<file path="config.mk">
export PLATFORM = sky130hd
export DESIGN_NAME = ula_serial_ctrl_flat
export DESIGN_NICKNAME = d
export VERILOG_FILES = /design/src/rtl/ula_pkg.sv /design/src/rtl/ula_serial_ctrl_if.sv /design/src/rtl/ula_ctl_decode.sv /design/src/rtl/ula_overflow.sv /design/src/rtl/ula_serial_ctrl.sv /design/src/flat_wrapper.sv
export SDC_FILE = /design/constraint.sdc
export NUM_CORES = 1
export LEC_CHECK = 0
export CORE_AREA = 2 2 86 88
export DETAILED_ROUTE_END_ITERATION = 8
export DIE_AREA = 0 0 88 90
export PLACE_DENSITY = 0.54
export SYNTH_ARGS = -nofsm -noshare
export SYNTH_HDL_FRONTEND = slang
export SYNTH_SLANG_ARGS = --single-unit
</file>
<file path="constraint.sdc">
create_clock -name clk -period 8.15 [get_ports clk]
set_clock_uncertainty 0.1 [all_clocks]
set_input_delay 0.815 -clock clk [delete_from_list [all_inputs] [get_ports clk]]
set_output_delay 0.815 -clock clk [all_outputs]
set_load 0.02 [all_outputs]
</file>
<file path="src/rtl/ula_pkg.sv">
// ula_pkg: shared definitions for the bit-serial ALU sequencer.
//   - alu_ctl operation codes (ALU_AND .. ALU_NOR)
//   - sequencer state encoding (S_IDLE, S_RUN, S_FIN)
//   - decoded slice-control struct
package ula_pkg;

    localparam logic [3:0] ALU_AND = 4'b0000;
    localparam logic [3:0] ALU_OR  = 4'b0001;
    localparam logic [3:0] ALU_ADD = 4'b0010;
    localparam logic [3:0] ALU_SUB = 4'b0110;
    localparam logic [3:0] ALU_SLT = 4'b0111;
    localparam logic [3:0] ALU_NOR = 4'b1100;

    // Slice op field: 00 AND, 01 OR, 10 SUM, 11 LESS
    localparam logic [1:0] OP_AND = 2'b00;
    localparam logic [1:0] OP_OR  = 2'b01;
    localparam logic [1:0] OP_SUM = 2'b10;

    typedef enum logic [1:0] {
        S_IDLE = 2'd0,
        S_RUN  = 2'd1,
        S_FIN  = 2'd2
    } state_t;

    typedef struct packed {
        logic       ainvert;
        logic       binvert;
        logic [1:0] op;
        logic       is_slt;
        logic       legal;
    } ctl_dec_t;

endpackage

</file>
<file path="src/rtl/ula_serial_ctrl_if.sv">
// ula_serial_ctrl_if: start/done handshake and result bus between the
// instruction-decode stage (master) and the serial ALU sequencer (slave).
//   start, alu_ctl, a, b          : request from decode
//   busy, done, result, flags     : response toward write-back
//   ovf_clr / ovf_sticky          : present only with ULA_OVF_STICKY_EN
interface ula_serial_ctrl_if #(
    parameter int WIDTH = 8
);
    logic             start;
    logic [3:0]       alu_ctl;
    logic [WIDTH-1:0] a;
    logic [WIDTH-1:0] b;
    logic             busy;
    logic             done;
    logic [WIDTH-1:0] result;
    logic             zero;
    logic             carry_out;
    logic             overflow;
    logic             illegal;
`ifdef ULA_OVF_STICKY_EN
    logic             ovf_clr;
    logic             ovf_sticky;
`endif

    modport master (
        output start, alu_ctl, a, b,
`ifdef ULA_OVF_STICKY_EN
        output ovf_clr,
        input  ovf_sticky,
`endif
        input  busy, done, result, zero, carry_out, overflow, illegal
    );

    modport slave (
        input  start, alu_ctl, a, b,
`ifdef ULA_OVF_STICKY_EN
        input  ovf_clr,
        output ovf_sticky,
`endif
        output busy, done, result, zero, carry_out, overflow, illegal
    );
endinterface

</file>
<file path="src/rtl/ula_ctl_decode.sv">
// ula_ctl_decode: alu_ctl -> slice controls {ainvert, binvert, op, is_slt, legal}.
//   alu_ctl : 4-bit operation code
//   dec     : decoded controls; unsupported codes give legal=0, all else 0
module ula_ctl_decode
    import ula_pkg::*;
(
    input  logic [3:0] alu_ctl,
    output ctl_dec_t   dec
);
    always_comb begin
        dec = '0;
        unique case (alu_ctl)
            ALU_AND: begin dec.op = OP_AND; dec.legal = 1'b1; end
            ALU_OR:  begin dec.op = OP_OR;  dec.legal = 1'b1; end
            ALU_ADD: begin dec.op = OP_SUM; dec.legal = 1'b1; end
            ALU_SUB: begin dec.op = OP_SUM; dec.binvert = 1'b1; dec.legal = 1'b1; end
            ALU_SLT: begin
                dec.op      = OP_SUM;
                dec.binvert = 1'b1;
                dec.is_slt  = 1'b1;
                dec.legal   = 1'b1;
            end
            ALU_NOR: begin
                dec.op      = OP_AND;
                dec.ainvert = 1'b1;
                dec.binvert = 1'b1;
                dec.legal   = 1'b1;
            end
            default: dec = '0;
        endcase
    end
endmodule

</file>
<file path="src/rtl/ula_overflow.sv">
// ula_overflow: 1-bit ALU slice (existing block).
//   a, b      : operand bits         ainvert/binvert : operand inversion
//   cin, less : carry in, SLT input  op              : 00 AND 01 OR 10 SUM 11 LESS
//   result    : selected output      cout            : carry out
//   set       : raw sum bit          overflow        : cin ^ cout (valid on MSB)
module ula_overflow (
    input  logic       a,
    input  logic       b,
    input  logic       ainvert,
    input  logic       binvert,
    input  logic       cin,
    input  logic       less,
    input  logic [1:0] op,
    output logic       result,
    output logic       cout,
    output logic       set,
    output logic       overflow
);
    logic aa, bb, sum;

    assign aa       = ainvert ? ~a : a;
    assign bb       = binvert ? ~b : b;
    assign sum      = aa ^ bb ^ cin;
    assign cout     = (aa & bb) | (aa & cin) | (bb & cin);
    assign set      = sum;
    assign overflow = cin ^ cout;

    always_comb begin
        unique case (op)
            2'b00:   result = aa & bb;
            2'b01:   result = aa | bb;
            2'b10:   result = sum;
            default: result = less;
        endcase
    end
endmodule

</file>
<file path="src/rtl/ula_serial_ctrl.sv">
// ula_serial_ctrl: bit-serial sequencer driving one ula_overflow slice
// LSB-first, one bit per clock, for AND/OR/ADD/SUB/SLT/NOR.
//   clk, rst_n : clock (rising edge), asynchronous active-low reset
//   bus        : ula_serial_ctrl_if.slave (start/alu_ctl/a/b in,
//                busy/done/result/zero/carry_out/overflow/illegal out)
// Optional: define ULA_OVF_STICKY_EN to add ovf_clr / ovf_sticky.
// Timing: start accepted at edge k, done high after edge k+WIDTH+1.
module ula_serial_ctrl
    import ula_pkg::*;
#(
    parameter int WIDTH = 8,
    parameter int CNT_W = $clog2(WIDTH)
) (
    input  logic             clk,
    input  logic             rst_n,
    ula_serial_ctrl_if.slave bus
);
    state_t           state;
    logic [WIDTH-1:0] a_sh, b_sh, res_sh;
    logic [CNT_W-1:0] cnt;
    logic [3:0]       ctl_q;
    logic             carry, msb_sum, ovf_q;

    logic             busy_q, done_q, zero_q, carry_q, ovf_out_q, illegal_q;
    logic [WIDTH-1:0] result_q;

    // One decoder: looks at the incoming code while idle (initial carry
    // needs binvert at acceptance) and at the latched code otherwise.
    logic [3:0] dec_in;
    ctl_dec_t   dec;

    assign dec_in = (state == S_IDLE) ? bus.alu_ctl : ctl_q;

    ula_ctl_decode u_dec (
        .alu_ctl (dec_in),
        .dec     (dec)
    );

    logic slice_res, slice_cout, slice_set, slice_ovf;

    ula_overflow u_slice (
        .a        (a_sh[0]),
        .b        (b_sh[0]),
        .ainvert  (dec.ainvert),
        .binvert  (dec.binvert),
        .cin      (carry),
        .less     (1'b0),
        .op       (dec.op),
        .result   (slice_res),
        .cout     (slice_cout),
        .set      (slice_set),
        .overflow (slice_ovf)
    );

    // Final values committed in FIN.
    logic [WIDTH-1:0] fin_result;
    logic             fin_carry, fin_ovf;

    always_comb begin
        fin_result = res_sh;
        fin_carry  = 1'b0;
        fin_ovf    = 1'b0;
        if (!dec.legal) begin
            fin_result = '0;
        end else if (dec.is_slt) begin
            // sign of a-b corrected for signed overflow
            fin_result    = '0;
            fin_result[0] = msb_sum ^ ovf_q;
            fin_carry     = carry;
        end else if (dec.op == OP_SUM) begin
            fin_carry = carry;
            fin_ovf   = ovf_q;
        end
    end

    always_ff @(posedge clk or negedge rst_n) begin
        if (!rst_n) begin
            state     <= S_IDLE;
            a_sh      <= '0;
            b_sh      <= '0;
            res_sh    <= '0;
            cnt       <= '0;
            ctl_q     <= '0;
            carry     <= 1'b0;
            msb_sum   <= 1'b0;
            ovf_q     <= 1'b0;
            busy_q    <= 1'b0;
            done_q    <= 1'b0;
            result_q  <= '0;
            zero_q    <= 1'b1;
            carry_q   <= 1'b0;
            ovf_out_q <= 1'b0;
            illegal_q <= 1'b0;
        end else begin
            done_q    <= 1'b0;
            illegal_q <= 1'b0;
            unique case (state)
                S_IDLE: begin
                    if (bus.start) begin
                        a_sh   <= bus.a;
                        b_sh   <= bus.b;
                        ctl_q  <= bus.alu_ctl;
                        cnt    <= '0;
                        carry  <= dec.binvert;
                        busy_q <= 1'b1;
                        state  <= S_RUN;
                    end
                end
                S_RUN: begin
                    res_sh <= {slice_res, res_sh[WIDTH-1:1]};
                    a_sh   <= a_sh >> 1;
                    b_sh   <= b_sh >> 1;
                    carry  <= slice_cout;
                    cnt    <= cnt + 1'b1;
                    if (cnt == CNT_W'(WIDTH - 1)) begin
                        msb_sum <= slice_set;
                        ovf_q   <= slice_ovf;
                        state   <= S_FIN;
                    end
                end
                S_FIN: begin
                    result_q  <= fin_result;
                    zero_q    <= (fin_result == '0);
                    carry_q   <= fin_carry;
                    ovf_out_q <= fin_ovf;
                    illegal_q <= ~dec.legal;
                    done_q    <= 1'b1;
                    busy_q    <= 1'b0;
                    state     <= S_IDLE;
                end
                default: state <= S_IDLE;
            endcase
        end
    end

    assign bus.busy      = busy_q;
    assign bus.done      = done_q;
    assign bus.result    = result_q;
    assign bus.zero      = zero_q;
    assign bus.carry_out = carry_q;
    assign bus.overflow  = ovf_out_q;
    assign bus.illegal   = illegal_q;

`ifdef ULA_OVF_STICKY_EN
    logic sticky_q;

    // A set in FIN takes priority over a same-cycle clear.
    always_ff @(posedge clk or negedge rst_n) begin
        if (!rst_n)
            sticky_q <= 1'b0;
        else if (state == S_FIN && fin_ovf)
            sticky_q <= 1'b1;
        else if (bus.ovf_clr)
            sticky_q <= 1'b0;
    end

    assign bus.ovf_sticky = sticky_q;
`endif
endmodule
</file>
<file path="src/flat_wrapper.sv">
// flat-port wrapper written by rule: the top's interface ports become plain ports
module ula_serial_ctrl_flat import ula_pkg::*;
#(
    parameter int WIDTH = 8,
    parameter int CNT_W = $clog2(WIDTH)
)
  (clk, rst_n, bus_start, bus_alu_ctl, bus_a, bus_b, bus_busy, bus_done, bus_result, bus_zero, bus_carry_out, bus_overflow, bus_illegal);
  ula_serial_ctrl_if #(.WIDTH(WIDTH)) bus_i ();
  input  logic clk;
  input  logic rst_n;
  input wire logic [$bits(bus_i.start)-1:0] bus_start;
  input wire logic [$bits(bus_i.alu_ctl)-1:0] bus_alu_ctl;
  input wire logic [$bits(bus_i.a)-1:0] bus_a;
  input wire logic [$bits(bus_i.b)-1:0] bus_b;
  output wire logic [$bits(bus_i.busy)-1:0] bus_busy;
  output wire logic [$bits(bus_i.done)-1:0] bus_done;
  output wire logic [$bits(bus_i.result)-1:0] bus_result;
  output wire logic [$bits(bus_i.zero)-1:0] bus_zero;
  output wire logic [$bits(bus_i.carry_out)-1:0] bus_carry_out;
  output wire logic [$bits(bus_i.overflow)-1:0] bus_overflow;
  output wire logic [$bits(bus_i.illegal)-1:0] bus_illegal;
  assign bus_i.start = bus_start;
  assign bus_i.alu_ctl = bus_alu_ctl;
  assign bus_i.a = bus_a;
  assign bus_i.b = bus_b;
  assign bus_busy = bus_i.busy;
  assign bus_done = bus_i.done;
  assign bus_result = bus_i.result;
  assign bus_zero = bus_i.zero;
  assign bus_carry_out = bus_i.carry_out;
  assign bus_overflow = bus_i.overflow;
  assign bus_illegal = bus_i.illegal;
  ula_serial_ctrl #(.WIDTH(WIDTH), .CNT_W(CNT_W)) u_core (.clk(clk), .rst_n(rst_n), .bus(bus_i));
endmodule
</file>
==> impl_metrics.env, run 1 <==
export IMPL_root_buffer="clkbuf_8"
export IMPL_fin_ws_ns=4.92
export IMPL_ys_warn_count=0
export IMPL_fin_util=0.425
export IMPL_cts_sinks=50
export IMPL_seq_area_frac_synth=0.521
export IMPL_cts_path_max_buffers=2
export IMPL_cts_tree="built"
export IMPL_syn_num_nets=259
export IMPL_hold_violations=0
export IMPL_cts_clk_slew_worst_paths_ns=0.09
export IMPL_holdPathStages=2
export IMPL_syn_area_mm2=0.00240
export IMPL_syn_inst=231
export IMPL_pin_count=37
export IMPL_synth_cell_types=43
export IMPL_status="finished, final reports clean"
export IMPL_grt_pass1_vias=1704
export IMPL_pre_cts_ws_ns=4.59
export IMPL_dieArea_mm2=0.00792
export IMPL_globalRoute_totalOverflow=0
export IMPL_gp_congestion=0.816
export IMPL_ir_drop_mv=0.147
export IMPL_synth_top_area_share=0.510
export IMPL_grt_max_degree=51
export IMPL_drive_gt1_frac=0.0981
export IMPL_final_nets=292
export IMPL_r2r_cells=6
export IMPL_yosysTopAreaCell="dfrtp_1"
export IMPL_rsz0062_at_grt="no"
export IMPL_slew_viol_final=0
export IMPL_cts_made_buffers=5
export IMPL_fillers=679
export IMPL_setup_tns_final_ns=0
export IMPL_setup_viol_count_final=0
export IMPL_core_area_mm2=0.00702
export IMPL_hold_path_class="reg -> reg"
export IMPL_crit_type="in -> reg"
export IMPL_antennaDiodeCount=0
export IMPL_r2r_start="u_core.state[1]"
export IMPL_whs_ns=0.386
export IMPL_async_reset_ff_frac=1.00
export IMPL_io_buffers=36
export IMPL_cts_resized=0
export IMPL_r2r_setup_slack_ns=5.28
export IMPL_multi_input_area_mm2=0.00106
export IMPL_die_h_um=90
export IMPL_ctsHoldBuffers=0
export IMPL_antenna_found_initial=0
export IMPL_ant_nets=0
export IMPL_fin_area_mm2=0.00298
export IMPL_synth_main_ff_cell="dfrtp_1"
export IMPL_cp_max_fo=6
export IMPL_arrival_ns=3.32
export IMPL_place_area_mm2=0.00284
export IMPL_final_period_utilization=0.396
export IMPL_finalCriticalPeriod_ns=3.23
export IMPL_vias_per_cell=4.73
export IMPL_min_to="u_core.a_sh[0]"
export IMPL_cts_setup_buffers=0
export IMPL_areaGrowthSynthToFinish_pct=24.2
export IMPL_max_freq_mhz=310
export IMPL_drt_iter0_markers=87
export IMPL_end_kind="flop"
export IMPL_area_sequential_mm2=0.00125
export IMPL_rows=31
export IMPL_drt_first_pass_iters=4
export IMPL_ys_seq_elements=50
export IMPL_wl_per_cell_um=13.1
export IMPL_tightestPinTransition_ns=0.710
export IMPL_cap_viol_max_count=0
export IMPL_relSlewSlack=0.527
export IMPL_p_per_area_mw_per_mm2=366
export IMPL_htreeDepth=2
export IMPL_synth_edf_count=0
export IMPL_crit_required_ns=8.25
export IMPL_drc=0
export IMPL_leakagePower_nw=1.38
export IMPL_grt_pass1_wl_um=8270
export IMPL_startpoint_type="input pin"
export IMPL_synth_area_top_cells="dfrtp_1 51%, nand2_1 8.7%, mux2i_1 6.7%"
export IMPL_start_util=0.342
export IMPL_num_vias=1723
export IMPL_avgSynthCellArea_um2=10.4
export IMPL_track_usage=0.133
export IMPL_wirelength_um=4780
export IMPL_clk_latency_ns=0.30
export IMPL_die_x_um=88
export IMPL_post_dp_hpwl_um=3310
export IMPL_min_from="u_core.a_sh[1]"
export IMPL_r2r_end="u_core.msb_sum"
==> layout make-up <==
cell class,instances,area share
clock buffer,6,0.0277
tap,99,0.0415
timing repair buffer,39,0.127
sequential,50,0.420
multi-input combinational,162,0.357
clock inverter,2,0.0201
inverter,6,0.00755
==> state kept, by name, summed over array words and instances (netlist names) <==
register,flops
u_core.msb_sum,1
u_core.res_sh,8
u_core.bus.busy,1
u_core.a_sh,8
u_core.bus.zero,1
u_core.bus.illegal,1
u_core.carry,1
u_core.bus.result,8
u_core.ovf_q,1
u_core.bus.carry_out,1
u_core.bus.overflow,1
u_core.ctl_q,4
u_core.bus.done,1
u_core.state,2
u_core.cnt,3
u_core.b_sh,8
==> report_power, final <==
group          total, mW  internal (mW)  switching (mW)
Clock              0.211          0.131          0.0800
Sequential         0.420          0.342          0.0775
Combinational      0.461          0.208           0.253
==> cells in the final DEF (no fill, tap or decap), types with 4 or more instances in the layout <==
cell             synthesis  routed
o21ai_0                 18      18
clkbuf_8                 0       6
dfrtp_1                 49      49
nand3_1                  8       8
inv_1                    5       5
nand2_1                 56      56
clkdlybuf4s50_1          0      35
o21a_1                   4       4
mux2_2                   5       5
mux2i_1                 16      16
a22o_1                   7       7
ha_1                     4       4
==> critical path: stages <==
cell	delay [ns]
clkdlybuf4s50_1	0.56
or4b_1	0.48
o21ai_1	0.14
nand3b_1	0.19
xnor2_1	0.36
fa_1	0.50
mux2_2	0.28
==> synth_stat cells (2+ instances only) <==
| library cell | count |
|---|---|
| nand2_1 | 56 |
| dfrtp_1 | 49 |
| o21ai_0 | 18 |
| mux2i_1 | 16 |
| clkbuf_1 | 9 |
| nand3_1 | 8 |
| a22o_1 | 7 |
| inv_1 | 5 |
| mux2_2 | 5 |
| ha_1 | 4 |
| o21a_1 | 4 |
| a31oi_1 | 3 |
| nand2b_1 | 3 |
| nor4_1 | 3 |
| o211ai_1 | 3 |
| o21ai_1 | 3 |
| xnor2_1 | 3 |
| buf_2 | 2 |
| buf_6 | 2 |
| nor2b_1 | 2 |
| nor3_1 | 2 |
| nor4b_1 | 2 |
| xor2_1 | 2 |
==> cells by family after synthesis <==
logic type	Yosys count	synth area share
buffers and inverters	19	0.0370
AND/OR/NAND/NOR	83	0.157
XOR/XNOR	5	0.0182
multiplexers	23	0.105
flip-flops	50	0.521
adder cells (fa/ha/maj)	5	0.0292
AO/OA/AOI/OAI	46	0.133
==> per-stage QoR <==
stage / std cells / total power [mW]
finish: 364 / 1.09
global route: 364 / 1.19
CTS: 364 / 1.11
detailed placement: 356 / 0.895
global placement: 356 / 0.889
floorplan: 231 / 0.755
==> worst max-delay path by stage <==
stage / startpoint / endpoint / cells past startpoint
floorplan: bus_alu_ctl[0] / u_core.msb_sum / 6
global placement: bus_alu_ctl[3] / u_core.msb_sum / 7
detailed placement: bus_alu_ctl[3] / u_core.msb_sum / 7
CTS: bus_alu_ctl[3] / u_core.msb_sum / 7
global route: bus_alu_ctl[3] / u_core.res_sh[7] / 9
finish: bus_alu_ctl[3] / u_core.msb_sum / 7
==> metal layers <==
metal,GRT usage,part of all wire,routed length (um)
met5,0,0,0
met1,0.176,0.48,2290
met4,0.0474,0.019,89
met2,0.213,0.47,2240
met3,0.0294,0.033,157
(Power assumes the default switching activity.)
==> inputs of run 2 (changes only) <==
--- a/config.mk
+++ b/config.mk
@@ -8,7 +8,7 @@
 export CORE_AREA = 2 2 86 88
 export DETAILED_ROUTE_END_ITERATION = 8
 export DIE_AREA = 0 0 88 90
-export PLACE_DENSITY = 0.54
+export PLACE_DENSITY = 0.56
 export SYNTH_ARGS = -nofsm -noshare
 export SYNTH_HDL_FRONTEND = slang
 export SYNTH_SLANG_ARGS = --single-unit
==> constraint.sdc (replaced) <==
create_clock -name clk -period 2.7 [get_ports clk]
set_clock_uncertainty 0.1 [all_clocks]
set_input_delay 0.27 -clock clk [delete_from_list [all_inputs] [get_ports clk]]
set_output_delay 0.27 -clock clk [all_outputs]
set_load 0.02 [all_outputs]
==> run 2 against run 1 <==
Compared with the run above: sequential share of layout area shrank 1.0 points; clock-buffer cell count is the same; combinational power increased to 3.3 times the previous value; worst setup slack lost 4.8 ns; highest routed layer unchanged.
==> impl_metrics.env, run 2 (synthesis results as in run 1) <==
export IMPL_status="finished, final reports clean"
export IMPL_globalRoute_totalOverflow=0
export IMPL_clk_latency_ns=0.30
export IMPL_cp_num_buf_inv=0
export IMPL_rsz0062_at_grt="no"
export IMPL_cp_max_fo=3
export IMPL_slowest_delay_ns=0.56
export IMPL_num_vias=1775
export IMPL_place_area_mm2=0.00294
export IMPL_mostFrequentLayoutCell="nand2_1"
export IMPL_startpoint_type="flop"
export IMPL_htreeDepth=2
export IMPL_cts_tree="built"
export IMPL_layout_cells_most_common_list="56 x nand2_1, 49 x dfrtp_1, 35 x clkdlybuf4s50_1"
export IMPL_cts_resized=0
export IMPL_cts_sinks=50
export IMPL_start_util=0.342
export IMPL_core_area_mm2=0.00702
export IMPL_ir_drop_mv=0.438
export IMPL_tightestPinTransition_ns=0.727
export IMPL_root_buffer="clkbuf_8"
export IMPL_drt_first_pass_iters=4
export IMPL_io_buffers=36
export IMPL_cts_made_buffers=5
export IMPL_path_delay_family="simple AND/OR/NAND/NOR gates"
export IMPL_gp_congestion=0.825
export IMPL_max_freq_mhz=392
export IMPL_drt_iter0_markers=67
export IMPL_cts_clk_slew_worst_paths_ns=0.09
export IMPL_slowest_stage="or4b_1"
export IMPL_die_x_um=88
export IMPL_grt_max_degree=40
export IMPL_fin_area_mm2=0.00306
export IMPL_cts_setup_buffers=0
export IMPL_antenna_found_initial=0
export IMPL_p_per_area_mw_per_mm2=1070
export IMPL_setup_tns_final_ns=0
export IMPL_wl_per_cell_um=13.2
export IMPL_grt_pass1_wl_um=8580
export IMPL_dieArea_mm2=0.00792
export IMPL_arrival_ns=2.63
export IMPL_track_usage=0.137
export IMPL_hold_path_class="reg -> reg"
export IMPL_post_dp_hpwl_um=3510
export IMPL_ant_nets=0
export IMPL_final_nets=304
export IMPL_slew_viol_final=0
export IMPL_antennaDiodeCount=0
export IMPL_setup_viol_count_final=0
export IMPL_pre_cts_ws_ns=-0.118
export IMPL_drc=0
export IMPL_pin_count=37
export IMPL_finalCriticalPeriod_ns=2.55
export IMPL_hold_violations=0
export IMPL_leakagePower_nw=1.42
export IMPL_areaGrowthSynthToFinish_pct=27.2
export IMPL_vias_per_cell=4.72
export IMPL_fin_ws_ns=0.146
export IMPL_relSlewSlack=0.515
export IMPL_timing_critical_path_cells="or4b_1, o21ai_1, nand2_1, a21oi_2, xor2_1, fa_1, mux2_2"
export IMPL_final_period_utilization=0.946
export IMPL_grt_pass1_vias=1795
export IMPL_end_kind="flop"
export IMPL_die_h_um=90
export IMPL_wirelength_um=4950
export IMPL_cts_path_max_buffers=2
export IMPL_rows=31
export IMPL_crit_required_ns=2.78
export IMPL_cap_viol_max_count=0
export IMPL_drive_gt1_frac=0.130
export IMPL_ctsHoldBuffers=1
export IMPL_crit_type="reg -> reg"
## run 2: cell count changes in the layout (fill, tap and decap cells not counted)
cell           before  now
buf_12              0    1
clkinvlp_4          0    1
dlygate4sd3_1       0    1
clkbuf_1            0    1
clkbuf_8            6    5
bufinv_16           2    1
buf_4               3   13
## run 2: layer usage
metal	GRT usage	part of all wire	routed length [um]	up-vias
met4	0.0449	0.012	58	0
li1	-	-	-	886
met2	0.211	0.47	2350	31
met5	0	0	0	-
met1	0.191	0.48	2400	854
met3	0.0294	0.028	140	4
## run 2: final cells by class
cell class,count,area (um2)
tap,99,124
multi-input combinational,162,1060
inverter,6,22.5
fill,683,3960
clock buffer,6,72.6
timing repair buffer,51,483
sequential,50,1250
clock inverter,2,37.5
## run 2: final timing paths
check	from	endpoint	slack, ns	depth (start not counted)
max	u_core.state[1]	u_core.msb_sum	0.15	7
min	u_core.a_sh[2]	u_core.a_sh[1]	0.39	2
max reg2reg	u_core.state[1]	u_core.msb_sum	0.15	7
min reg2reg	u_core.a_sh[2]	u_core.a_sh[1]	0.39	2
max in group asynchronous	rst_n	u_core.bus.zero	1.34	3
min in group asynchronous	rst_n	u_core.b_sh[5]	0.44	2
## run 2: per-stage QoR
| step | util | power, mW | hold slack (ns) | cells |
|---|---|---|---|---|
| 3_5_place_dp | 0.418 | 2.79 | 0.249 | 367 |
| 6_report | 0.435 | 3.28 | 0.388 | 376 |
| 5_1_grt | 0.435 | 3.56 | 0.411 | 376 |
| 2_1_floorplan | - | 2.28 | -0.126 | 231 |
| 3_3_place_gp | 0.418 | 2.78 | 0.246 | 367 |
| 4_1_cts | 0.435 | 3.32 | 0.392 | 376 |
## run 2: tightest hold or removal path: cells and delay by family, from the launching register on
| family | cells | cell delay, ns |
|---|---|---|
| AO/OA/AOI/OAI | 1 | 0.06 |
| AND/OR/NAND/NOR | 1 | 0.05 |
| flip-flops | 1 | 0.35 |
## run 2: power by group
| group | switching (mW) | leakage (nW) | internal, mW | total [mW] |
|---|---|---|---|---|
| logic | 0.810 | 0.729 | 0.705 | 1.51 |
| clock network | 0.239 | 0.0514 | 0.277 | 0.515 |
| registers | 0.220 | 0.642 | 1.03 | 1.25 |
==> inputs of run 3 (changes only) <==
--- a/config.mk
+++ b/config.mk
@@ -6,9 +6,10 @@
 export NUM_CORES = 1
 export LEC_CHECK = 0
 export CORE_AREA = 2 2 86 88
+export CTS_CLUSTER_DIAMETER = 50
 export DETAILED_ROUTE_END_ITERATION = 8
 export DIE_AREA = 0 0 88 90
-export PLACE_DENSITY = 0.56
+export PLACE_DENSITY = 0.54
 export SYNTH_ARGS = -nofsm -noshare
 export SYNTH_HDL_FRONTEND = slang
 export SYNTH_SLANG_ARGS = --single-unit
==> constraint.sdc (replaced) <==
create_clock -name clk -period 3.2 [get_ports clk]
set_clock_uncertainty 0.1 [all_clocks]
set_input_delay 0.32 -clock clk [delete_from_list [all_inputs] [get_ports clk]]
set_output_delay 0.32 -clock clk [all_outputs]
set_load 0.02 [all_outputs]
==> run 3 against run 2 <==
Compared with the run above: via count decreased by 2.1%; cell count fell by 2.4%; register-to-register slack better by 0.21 ns; final area fell by 3.5%; worst setup slack improved by 0.21 ns; wire length fell by 1.2%; worst hold slack worse by 0.38 ns; sequential share of layout area grew 1.5 points; critical path depth did not move; critical endpoint unchanged.
==> impl_metrics.env, run 3 (synthesis results as in run 1) <==
export IMPL_status="finished, final reports clean"
export IMPL_cts_path_max_buffers=2
export IMPL_antennaDiodeCount=0
export IMPL_antenna_found_initial=0
export IMPL_fin_area_mm2=0.00295
export IMPL_post_dp_hpwl_um=3490
export IMPL_grt_max_degree=40
export IMPL_cap_viol_max_count=0
export IMPL_arrival_ns=2.94
export IMPL_cts_resized=0
export IMPL_end_kind="flop"
export IMPL_final_period_utilization=0.887
export IMPL_setup_viol_count_final=0
export IMPL_ant_nets=0
export IMPL_relSlewSlack=0.444
export IMPL_dieArea_mm2=0.00792
export IMPL_setup_tns_final_ns=0
export IMPL_num_vias=1738
export IMPL_slew_viol_final=0
export IMPL_startpoint_type="flop"
export IMPL_areaGrowthSynthToFinish_pct=22.7
export IMPL_cts_tree="built"
export IMPL_track_usage=0.138
export IMPL_globalRoute_totalOverflow=0
export IMPL_cts_setup_buffers=0
export IMPL_grt_pass1_vias=1761
export IMPL_layout_cells_most_common_list="56 x nand2_1, 49 x dfrtp_1, 35 x clkdlybuf4s50_1"
export IMPL_io_buffers=36
export IMPL_start_util=0.342
export IMPL_wl_per_cell_um=13.3
export IMPL_htreeDepth=2
export IMPL_grt_pass1_wl_um=8500
export IMPL_hold_violations=0
export IMPL_root_buffer="clkbuf_8"
export IMPL_tightestPinTransition_ns=0.833
export IMPL_leakagePower_nw=1.37
export IMPL_drive_gt1_frac=0.104
export IMPL_drt_iter0_markers=112
export IMPL_hold_path_class="in -> async"
export IMPL_cts_made_buffers=5
export IMPL_vias_per_cell=4.74
export IMPL_fin_ws_ns=0.361
export IMPL_crit_required_ns=3.30
export IMPL_cp_max_fo=9
export IMPL_rsz0062_at_grt="no"
export IMPL_die_x_um=88
export IMPL_mostFrequentLayoutCell="nand2_1"
export IMPL_final_nets=295
export IMPL_wirelength_um=4890
export IMPL_ctsHoldBuffers=0
export IMPL_pre_cts_ws_ns=0.242
export IMPL_gp_congestion=0.886
export IMPL_p_per_area_mw_per_mm2=892
export IMPL_cts_sinks=50
export IMPL_place_area_mm2=0.00286
export IMPL_ir_drop_mv=0.266
export IMPL_core_area_mm2=0.00702
export IMPL_crit_type="reg -> reg"
export IMPL_rows=31
export IMPL_die_h_um=90
export IMPL_cts_clk_slew_worst_paths_ns=0.09
export IMPL_finalCriticalPeriod_ns=2.84
export IMPL_pin_count=37
export IMPL_max_freq_mhz=352
export IMPL_drt_first_pass_iters=4
export IMPL_drc=0
export IMPL_clk_latency_ns=0.30
==> run 3: area by class of cell <==
| type | instances | area [um2] |
|---|---|---|
| fill | 675 | 4070 |
| sequential | 50 | 1250 |
| timing repair buffer | 42 | 400 |
| clock buffer | 6 | 72.6 |
| tap | 99 | 124 |
| inverter | 6 | 22.5 |
| multi-input combinational | 162 | 1060 |
| clock inverter | 2 | 13.8 |
==> run 3: stage by stage <==
stage,power [mW],std cells,hold slack (ns),utilization
after floorplan,1.92,231,-0.0756,-
after global placement,2.28,359,0.361,0.408
after detailed placement,2.30,359,0.369,0.408
after CTS,2.66,367,0.0306,0.420
after global routing,2.86,367,0.0764,0.420
final,2.63,367,0.00663,0.420
==> run 3: where the power goes <==
| part | switching (mW) | internal, mW | total (mW) |
|---|---|---|---|
| sequential | 0.196 | 0.872 | 1.07 |
| clock | 0.209 | 0.155 | 0.364 |
| combinational | 0.655 | 0.545 | 1.20 |
==> run 3: per-layer routing <==
metal,global-route usage,wire length [um],vias up,part of all wire
met3,0.0285,126,7,0.026
met5,0,0,-,0
met4,0.0551,78,0,0.016
met1,0.185,2360,839,0.48
met2,0.216,2320,22,0.47
li1,-,-,870,-
==> run 3: worst paths after layout <==
check,from,to,slack (ns),cells after the start
setup / recovery,u_core.state[1],u_core.msb_sum,0.36,7
hold / removal,rst_n,u_core.b_sh[5],0.007,1
setup reg to reg,u_core.state[1],u_core.msb_sum,0.36,7
hold reg to reg,u_core.cnt[0],u_core.cnt[0],0.39,1
max in group asynchronous,rst_n,u_core.cnt[2],2.30,2
min in group clk,u_core.cnt[0],u_core.cnt[0],0.39,1
==> run 3: worst max-delay path: stages, from the launching register on <==
cell and delay (ns):
dfrtp_1 0.54, or2_1 0.39, mux2i_4 0.40, nand2_1 0.10
a21oi_2 0.22, xor2_1 0.24, fa_1 0.47, mux2_2 0.27
